--- config.mk ---
export PLATFORM = sky130hd
export DESIGN_NAME = alu_arbiter
export DESIGN_NICKNAME = d
export VERILOG_FILES = /design/src/rtl/alu_arbiter.sv
export SDC_FILE = /design/constraint.sdc
export NUM_CORES = 1
export LEC_CHECK = 0
export BUFFER_PORTS_ARGS = -buffer_cell sky130_fd_sc_hd__buf_2
export CAP_MARGIN = 20
export CORE_AREA = 2 2 110 112
export CTS_CLUSTER_DIAMETER = 40
export DETAILED_ROUTE_END_ITERATION = 12
export DIE_AREA = 0 0 112 114
export GPL_ROUTABILITY_DRIVEN = 1
export PLACE_DENSITY_LB_ADDON = 0.05
export REMOVE_ABC_BUFFERS = 1
export SYNTH_ARGS = -nofsm -noshare
export SYNTH_HDL_FRONTEND = slang
export SYNTH_SLANG_ARGS = --single-unit
--- constraint.sdc ---
create_clock -name clk_i -period 4.9 [get_ports clk_i]
set_clock_uncertainty 0.15 [all_clocks]
set_input_delay 0.98 -clock clk_i [delete_from_list [all_inputs] [get_ports clk_i]]
set_output_delay 0.98 -clock clk_i [all_outputs]
set_load 0.05 [all_outputs]
--- src/rtl/alu_arbiter.sv ---
// alu_arbiter
// Shares one combinational ALU between two requesters. Each operation moves
// through IDLE (arbitrate / accept), ISSUE (drive the ALU, capture its result)
// and RESP (present the response to the owner until it is consumed), giving
// one operation per three cycles when the response is taken at once.
//
// Ports
//   clk_i, rst_i                   clock, synchronous active-high reset
//   req_valid_k_i / req_ready_k_o  request handshake, k = 0,1
//   req_ctrl_k_i, req_src1/2_k_i   op code and operands of requester k
//   rsp_valid_k_o / rsp_ready_k_i  response handshake, k = 0,1
//   rsp_result_o, rsp_zero_o       shared response data
//   rsp_err_o                      request carried an illegal op code
//   alu_src1/2_o, alu_ctrl_o       operands and op code towards the ALU
//   alu_result_i, alu_zero_i       combinational ALU result
//
// Configuration
//   ALU_ARB_RR_EN  defined   : round-robin arbitration on contention
//                  undefined : fixed priority, port 0 wins contention
module alu_arbiter (
  input  logic        clk_i,
  input  logic        rst_i,
  input  logic        req_valid_0_i,
  output logic        req_ready_0_o,
  input  logic [3:0]  req_ctrl_0_i,
  input  logic [31:0] req_src1_0_i,
  input  logic [31:0] req_src2_0_i,
  output logic        rsp_valid_0_o,
  input  logic        rsp_ready_0_i,
  input  logic        req_valid_1_i,
  output logic        req_ready_1_o,
  input  logic [3:0]  req_ctrl_1_i,
  input  logic [31:0] req_src1_1_i,
  input  logic [31:0] req_src2_1_i,
  output logic        rsp_valid_1_o,
  input  logic        rsp_ready_1_i,
  output logic [31:0] rsp_result_o,
  output logic        rsp_zero_o,
  output logic        rsp_err_o,
  output logic [31:0] alu_src1_o,
  output logic [31:0] alu_src2_o,
  output logic [3:0]  alu_ctrl_o,
  input  logic [31:0] alu_result_i,
  input  logic        alu_zero_i
);

  typedef enum logic [1:0] {
    IDLE  = 2'd0,
    ISSUE = 2'd1,
    RESP  = 2'd2
  } state_e;

  localparam logic [3:0] OP_ADD = 4'b0010;

  // True for the op codes the ALU implements.
  function automatic logic op_legal(input logic [3:0] op);
    case (op)
      4'b0000, 4'b0001, 4'b0010, 4'b0110, 4'b0111, 4'b1100: op_legal = 1'b1;
      default:                                              op_legal = 1'b0;
    endcase
  endfunction

  state_e      state_q;
  logic        owner_q;      // 0: port 0 owns the transaction, 1: port 1
  logic        err_pend_q;   // illegal op seen at accept, published with result
  logic [3:0]  alu_ctrl_q;
  logic [31:0] alu_src1_q;
  logic [31:0] alu_src2_q;
  logic [31:0] rsp_result_q;
  logic        rsp_zero_q;
  logic        rsp_err_q;
  logic        rsp_valid_0_q;
  logic        rsp_valid_1_q;

  logic        prio1_s;      // port 1 wins contention this cycle
  logic        accept_s;
  logic        grant_s;      // port id being accepted
  logic [3:0]  sel_ctrl_s;
  logic [31:0] sel_src1_s;
  logic [31:0] sel_src2_s;
  logic        rsp_take_s;

`ifdef ALU_ARB_RR_EN
  logic        ptr_q;

  // Round-robin: contention goes to the port the pointer names.
  always_comb begin
    prio1_s = ptr_q;
  end
`else
  // Fixed priority: port 0 always wins contention.
  always_comb begin
    prio1_s = 1'b0;
  end
`endif

  // Arbitration and operand selection; requests are only accepted in IDLE.
  always_comb begin
    accept_s = 1'b0;
    grant_s  = 1'b0;
    if (state_q == IDLE) begin
      if (req_valid_0_i && req_valid_1_i) begin
        accept_s = 1'b1;
        grant_s  = prio1_s;
      end else if (req_valid_1_i) begin
        accept_s = 1'b1;
        grant_s  = 1'b1;
      end else if (req_valid_0_i) begin
        accept_s = 1'b1;
        grant_s  = 1'b0;
      end else begin
        accept_s = 1'b0;
        grant_s  = 1'b0;
      end
    end else begin
      accept_s = 1'b0;
      grant_s  = 1'b0;
    end
    if (grant_s) begin
      sel_ctrl_s = req_ctrl_1_i;
      sel_src1_s = req_src1_1_i;
      sel_src2_s = req_src2_1_i;
    end else begin
      sel_ctrl_s = req_ctrl_0_i;
      sel_src1_s = req_src1_0_i;
      sel_src2_s = req_src2_0_i;
    end
    if (owner_q) begin
      rsp_take_s = rsp_ready_1_i;
    end else begin
      rsp_take_s = rsp_ready_0_i;
    end
  end

  // Ready must answer valid within the same cycle, so it is decoded here.
  always_comb begin
    req_ready_0_o = accept_s & ~grant_s;
    req_ready_1_o = accept_s &  grant_s;
  end

  // Transaction FSM with all response and ALU-facing outputs registered.
  always_ff @(posedge clk_i) begin
    if (rst_i) begin
      state_q       <= IDLE;
      owner_q       <= 1'b0;
      err_pend_q    <= 1'b0;
      alu_ctrl_q    <= 4'd0;
      alu_src1_q    <= 32'd0;
      alu_src2_q    <= 32'd0;
      rsp_result_q  <= 32'd0;
      rsp_zero_q    <= 1'b0;
      rsp_err_q     <= 1'b0;
      rsp_valid_0_q <= 1'b0;
      rsp_valid_1_q <= 1'b0;
`ifdef ALU_ARB_RR_EN
      ptr_q         <= 1'b0;
`endif
    end else begin
      case (state_q)
        IDLE: begin
          if (accept_s) begin
            owner_q    <= grant_s;
            // Illegal codes are executed as ADD and flagged in the response.
            alu_ctrl_q <= op_legal(sel_ctrl_s) ? sel_ctrl_s : OP_ADD;
            err_pend_q <= ~op_legal(sel_ctrl_s);
            alu_src1_q <= sel_src1_s;
            alu_src2_q <= sel_src2_s;
            state_q    <= ISSUE;
`ifdef ALU_ARB_RR_EN
            ptr_q      <= ~grant_s;
`endif
          end
        end
        ISSUE: begin
          rsp_result_q  <= alu_result_i;
          rsp_zero_q    <= alu_zero_i;
          rsp_err_q     <= err_pend_q;
          // ALU inputs return to zero once the result has been captured.
          alu_ctrl_q    <= 4'd0;
          alu_src1_q    <= 32'd0;
          alu_src2_q    <= 32'd0;
          rsp_valid_0_q <= ~owner_q;
          rsp_valid_1_q <= owner_q;
          state_q       <= RESP;
        end
        RESP: begin
          if (rsp_take_s) begin
            rsp_valid_0_q <= 1'b0;
            rsp_valid_1_q <= 1'b0;
            state_q       <= IDLE;
          end
        end
        default: begin
          rsp_valid_0_q <= 1'b0;
          rsp_valid_1_q <= 1'b0;
          state_q       <= IDLE;
        end
      endcase
    end
  end

  assign rsp_valid_0_o = rsp_valid_0_q;
  assign rsp_valid_1_o = rsp_valid_1_q;
  assign rsp_result_o  = rsp_result_q;
  assign rsp_zero_o    = rsp_zero_q;
  assign rsp_err_o     = rsp_err_q;
  assign alu_ctrl_o    = alu_ctrl_q;
  assign alu_src1_o    = alu_src1_q;
  assign alu_src2_o    = alu_src2_q;

endmodule

### Yosys cells after proc, flatten, opt, wreduce, memory -nomap -nowiden

Index checks and enable logic that the tools add are counted.

* flip-flop bits (word level): 108

* eq/ne operators: 9
* muxes and demuxes: 28
* bitwise logic cells: 6
* reductions and logical operators: 9

Operators with widths (count)
* 2-to-1 mux 32 bit: 4
* case mux 32 bit (2 select lines): 2
* 2-to-1 mux 1 bit: 13
* 2-to-1 mux 4 bit: 3
* == test 4 x 3 -> 1 bit, second input constant: 2
* case mux 4 bit (2 select lines): 1
* AND reduction 2 bit: 4
* case mux 1 bit (3 select lines): 2
* case mux 2 bit (3 select lines): 1
* OR reduction 6 bit: 1
* == test 4 x 1 -> 1 bit, second input constant: 1
* == test 4 x 2 -> 1 bit, second input constant: 1
* == test 4 bit, second input constant: 1
* zero test 4 bit: 1
* 2-to-1 mux 2 bit: 2
* != test 2 bit, second input constant: 2
* NOT 1 bit: 4
* AND 1 bit: 2
* == test 2 x 1 -> 1 bit, second input constant: 1
* == test 2 bit, second input constant: 1
* zero test 2 bit: 1
* nonzero test 2 bit: 1
* logical AND 1 bit: 1

### Depth between registers and ports, before layout

* depth after elaboration: 13
* gate-level depth with buffers: 7
* depth with buffers taken out: 5

### Worst setup path after synthesis

No wires, ideal clock.

* kind: input port to output port
* from: input port req_valid_0_i
* to: output port req_ready_1_o
* data arrival time: 1627 ps
* required time: 3770 ps
* path slack: 2143 ps
* cell stages on the path: 3
* path buffers: 2
* cells stage by stage: nor4b_4 -> buf_6 -> buf_6

* cells in the longest elaborated chain, start to end: 5
* elaborated cells on any way between the ends: 8
* classes of those cells: 6 x mux; 1 x bitwise; 1 x reduce/logical

RTL lines
* from (decl): line 23 `input logic req_valid_0_i,`
* 2-to-1 mux 1 bit: line 108 `end else if (req_valid_0_i) begin`
* 2-to-1 mux 1 bit: line 105 `end else if (req_valid_1_i) begin`
* 2-to-1 mux 1 bit: line 102 `if (req_valid_0_i && req_valid_1_i) begin`
* 2-to-1 mux 1 bit: line 101 `if (state_q == IDLE) begin`
* AND 1 bit *: line 138 `req_ready_1_o = accept_s & grant_s;`
* to (decl): line 31 `output logic req_ready_1_o,`

Every way passes the cells marked *; elsewhere a longest branch is shown, timed or not.

### Worst setup path in the final report

Ends and elaborated chain as after synthesis.

==> results by stage <==
Logic synthesis:
- The number of different library cells used by synthesis comes to 40.
- The synthesized design contains 0 enable-type register cells.
- The fraction of synthesis flops using an asynchronous set or reset pin is 0.
- Of the total synthesized cell area, the portion taken by XOR and XNOR cells is 0.003995.
- The portion of netlist area occupied by mux cells is 0.03111.
- The sequential share of the synthesized area is 0.4932.
- A synthesized cell averages 8.530 um^2.
- The fraction of the mapped netlist area in adder cells is 0.
- The compound-cell area share of the yosys netlist was 0.2454.
- The number of warnings printed during yosys synthesis is 0.
- In this run the cell area of the synthesized design comes to 4384 um^2.
- The simple logic cell fraction of the synthesized area is 0.1604.
- The count of state elements after synthesis is 108.
- The number of cells produced by synthesis is 514.
- The main combinational cell family by area after synthesis is compound AO/OA/AOI/OAI gates.
- Among all flip-flop cells after synthesis, the most frequent one is sky130_fd_sc_hd__dfxtp_1.

Layout:
- The commonest non-fill, non-tap cell in the layout is sky130_fd_sc_hd__buf_2.
- The library cells used most frequently in the layout, excluding fill and tap cells, are sky130_fd_sc_hd__buf_2 (280), sky130_fd_sc_hd__nand2_1 (138), sky130_fd_sc_hd__dfxtp_1 (108).
- The post-layout instance area is 6076 um^2.
- In the final layout, the multi-input gates occupy 1934 um^2.
- Counting the fill cells in the layout gives 1183.
- The number of standard cells in the final layout excluding fillers is 918.
- The register cell area after layout is 2162 um^2.
- Relative to the synthesized area, the layout overhead comes to 38.58%.
- Of the cells placed in the final design, the portion with a size suffix greater than 1 is 0.3961.
- For this run, the post-layout net count is 941.

GRT:
- The number of antenna violations at the first check in global routing is 1.
- The aggregate global routing overflow is 0.
- The first global-routing pass estimated 21.50 mm of wire.
- The pin count of the biggest net entering global routing is 84.
- The number of global-route vias before repair is 4367.
- Across every metal layer, demand over resource in global routing totals 0.2110.

Die:
- The die covers 12770 um^2.
- The number of placement rows is 40.
- The core region area is 11710 um^2.
- The die boundary height is 114 um.
- The starting density of the core is 0.3744.
- During I/O placement, the number of pins put on the boundary was 281.
- The width of the chip is 112 um.

Setup path:
- The most used cell along the critical path is sky130_fd_sc_hd__buf_2.
- The worst setup path is launched from a primary input.
- The largest incremental delay on the critical path is 0.30 ns.
- The beginning of the worst register-to-register path is state_q[0]$_SDFFE_PP0P_.
- The start-to-end type of the worst setup path is primary input to primary output.
- The critical path data arrival time is 1.65 ns.
- The critical path goes through buf_2, nor4b_4, buf_2.
- The type of destination of the critical path is a primary output.
- In this run the critical register-to-register path is captured at alu_src2_o[11]$_SDFFE_PP0P_.
- The worst register-to-register path has a depth of 5.
- In this run the worst path has a maximum fanout of 6.
- The cell at the slowest stage of the critical path is sky130_fd_sc_hd__buf_2.
- The setup check on the worst reg-to-reg path leaves a slack of 2.61 ns.
- The worst endpoint required time is 3.77 ns.

Clocking:
- The post-cts repair resize count is 0.
- The number of setup buffers added after CTS is 0.
- The count of hold-fix buffers inserted at cts is 0.
- No sink is reached through more buffers than the 2 on the longest clock path.
- The insertion delay of the later-clocked pin in the worst-skew pair is 0.34 ns.
- The cell chosen for the clock root is sky130_fd_sc_hd__clkbuf_16.
- The number of clock sinks seen by CTS is 108.
- The clock tree from TritonCTS is yes.
- Clock-pin slew was measured on the worst setup and hold paths at 0.06 ns.
- The number of buffers created by CTS is 9.
- CTS built an H-tree with a depth of 3.

Power and ir drop:
- The share of total power dissipated in sequential elements is 0.420.
- The analysis attributes to cell leakage a power of 2.800 nW.
- The design internal power is 1.557 mW.
- The share of power burned in combinational logic is 0.262.
- The net switching share of the total power is 0.3349.
- Across the VDD grid, the largest voltage drop is 0.0001767 V.
- The share of total power dissipated in the clock network is 0.319.
- The switching power of the nets is 0.7841 mW.
- The power density over the cells is 385.3 nW/um^2.

STA:
- The setup violation total in the final timing report is 0.
- The count of pins over their slew limit is 0.
- Setup repair after global routing left no endpoint under its margin.
- Measured against its own limit, the worst slew margin works out to 0.3863.
- In the finished design, the share of the clock period the worst path needs comes to 0.5674.
- Counting I/O delays and the setup requirement, the final critical path takes 2.780 ns.
- The highest attainable clock frequency is 359.7 MHz.
- For the pin with the worst max-slew slack, the measured transition is 0.9206 ns.
- The summed negative setup slack over all endpoints is 0 ns.
- The final-report hold violation count is 0.

Route:
- The final wirelength is 14.22 mm.
- For this run, design rule violations remaining after detail routing come to 0.
- Dividing the detail-routed via count by the number of cells gives 5.082.
- The residual antenna-violating net count after detailed routing is 0.
- The number of iterations in the first detailed-routing pass is 4.
- The first routing iteration left 207 violations.
- In the final routed layout, each cell accounts on average for 15.49 um.
- Across all layers, the routed design uses 4665 vias.

Place:
- After detailed placement, the total cell area comes to 5742 um^2.
- At the end of routability-driven placement, the weighted congestion stood at 0.7595.
- The number of buffers inserted by port buffering is 280.
- The wire-length estimate of the detail-placed layout is 9.983 mm.
- The number of instances in the placed design is 901.

Min path:
- The min-delay analysis places its worst path in the category flip-flop to flip-flop.
- The launch instance of the worst min-delay path is alu_ctrl_o[3]$_SDFFE_PP0P_.
- Along the worst hold path, the cell count comes to 2.
- The path with the worst hold slack has its endpoint at alu_ctrl_o[3]$_SDFFE_PP0P_.

Status:
- The flow ran to the end, and the final reports show no timing, DRC or antenna violations.

Job:
- The number of max-cap violations is 0.
[sequential cells by signal (all words and copies together) (netlist names)]
signal / cells
alu_src1_o: 32
rsp_valid_0_o: 1
err_pend_q: 1
alu_ctrl_o: 4
rsp_result_o: 32
rsp_valid_1_o: 1
rsp_err_o: 1
rsp_zero_o: 1
alu_src2_o: 32
state_q: 2
owner_q: 1
[worst max-delay path by stage]
stage | from | to | slack [ns] | cells past startpoint
2_1_floorplan | req_valid_0_i | req_ready_1_o | 0.45 | 1
3_3_place_gp | req_valid_0_i | alu_src1_o[23]$_SDFFE_PP0P_ | 2.05 | 6
3_5_place_dp | req_valid_0_i | alu_src2_o[28]$_SDFFE_PP0P_ | 2.01 | 6
4_1_cts | req_valid_0_i | req_ready_1_o | 2.12 | 3
5_1_grt | req_valid_0_i | req_ready_1_o | 2.09 | 3
6_report | req_valid_0_i | req_ready_1_o | 2.12 | 3
[logic make-up after synthesis]
logic type / Yosys count
AO/OA/AOI/OAI: 174
AND/OR/NAND/NOR: 166
flip-flops: 108
buffers and inverters: 51
multiplexers: 13
XOR/XNOR: 2
[layout make-up]
type                            count  area share
Tap cell                          147     0.03027
Timing Repair Buffer              286      0.2414
Clock buffer                       14     0.04510
Sequential cell                   108      0.3558
Antenna cell                        1   0.0004119
Clock inverter                      1    0.004942
Multi-Input combinational cell    355      0.3184
Inverter                            6    0.003707
[metrics by stage]
| step | worst slack, ns | hold slack, ns | util | total power, mW |
|---|---|---|---|---|
| after floorplan | 0.4516 | 0.2760 | - | 1.397 |
| after global placement | 2.049 | 0.2826 | 0.4903 | 1.605 |
| after detailed placement | 2.010 | 0.2900 | 0.4903 | 1.615 |
| after CTS | 2.118 | 0.2995 | 0.5162 | 2.362 |
| after global routing | 2.094 | 0.3181 | 0.5186 | 2.446 |
| final | 2.120 | 0.2964 | 0.5188 | 2.341 |
[cells in the mapped netlist, types with 2 or more instances]
library cell / count / area share
sky130_fd_sc_hd__nand2_1: 138 / 0.12
sky130_fd_sc_hd__dfxtp_1: 108 / 0.49
sky130_fd_sc_hd__a21oi_1: 83 / 0.095
sky130_fd_sc_hd__o221ai_1: 40 / 0.080
sky130_fd_sc_hd__clkbuf_1: 18 / 0.015
sky130_fd_sc_hd__buf_2: 16 / 0.018
sky130_fd_sc_hd__o22ai_1: 16 / 0.023
sky130_fd_sc_hd__o21ai_0: 12 / 0.014
sky130_fd_sc_hd__o21ai_1: 12 / 0.014
sky130_fd_sc_hd__buf_6: 9 / 0.023
sky130_fd_sc_hd__mux2i_1: 8 / 0.018
sky130_fd_sc_hd__inv_1: 5 / 0.0043
sky130_fd_sc_hd__mux2_1: 5 / 0.013
sky130_fd_sc_hd__nand3_1: 5 / 0.0057
sky130_fd_sc_hd__nor2_1: 5 / 0.0043
sky130_fd_sc_hd__nor2b_1: 5 / 0.0071
sky130_fd_sc_hd__nor3_1: 3 / 0.0034
sky130_fd_sc_hd__and3b_1: 2 / 0.0040
sky130_fd_sc_hd__nor3b_1: 2 / 0.0034
sky130_fd_sc_hd__o21a_1: 2 / 0.0034
[power groups by stage]
stage,clock network [mW],logic (mW),registers (mW)
CTS,0.766,0.614,0.983
finish,0.746,0.613,0.983
detailed placement,0,0.613,1.00
floorplan,0,0.172,1.22
global placement,0,0.606,0.999
global route,0.800,0.656,0.990
[critical path, delay by kind of cell]
kind,cells,cell delay (ns)
buffers and inverters,2,0.44
AND/OR/NAND/NOR,1,0.22
[layer usage]
| layer | up-vias | global-route usage | wire length (um) |
|---|---|---|---|
| met5 | - | 0 | 0 |
| met3 | 24 | 0.05685 | 1201 |
| met4 | 0 | 0.1000 | 357 |
| met2 | 205 | 0.3689 | 7049 |
| li1 | 2322 | - | - |
| met1 | 2114 | 0.2409 | 5611 |
Power figures use the tool's default switching activity.
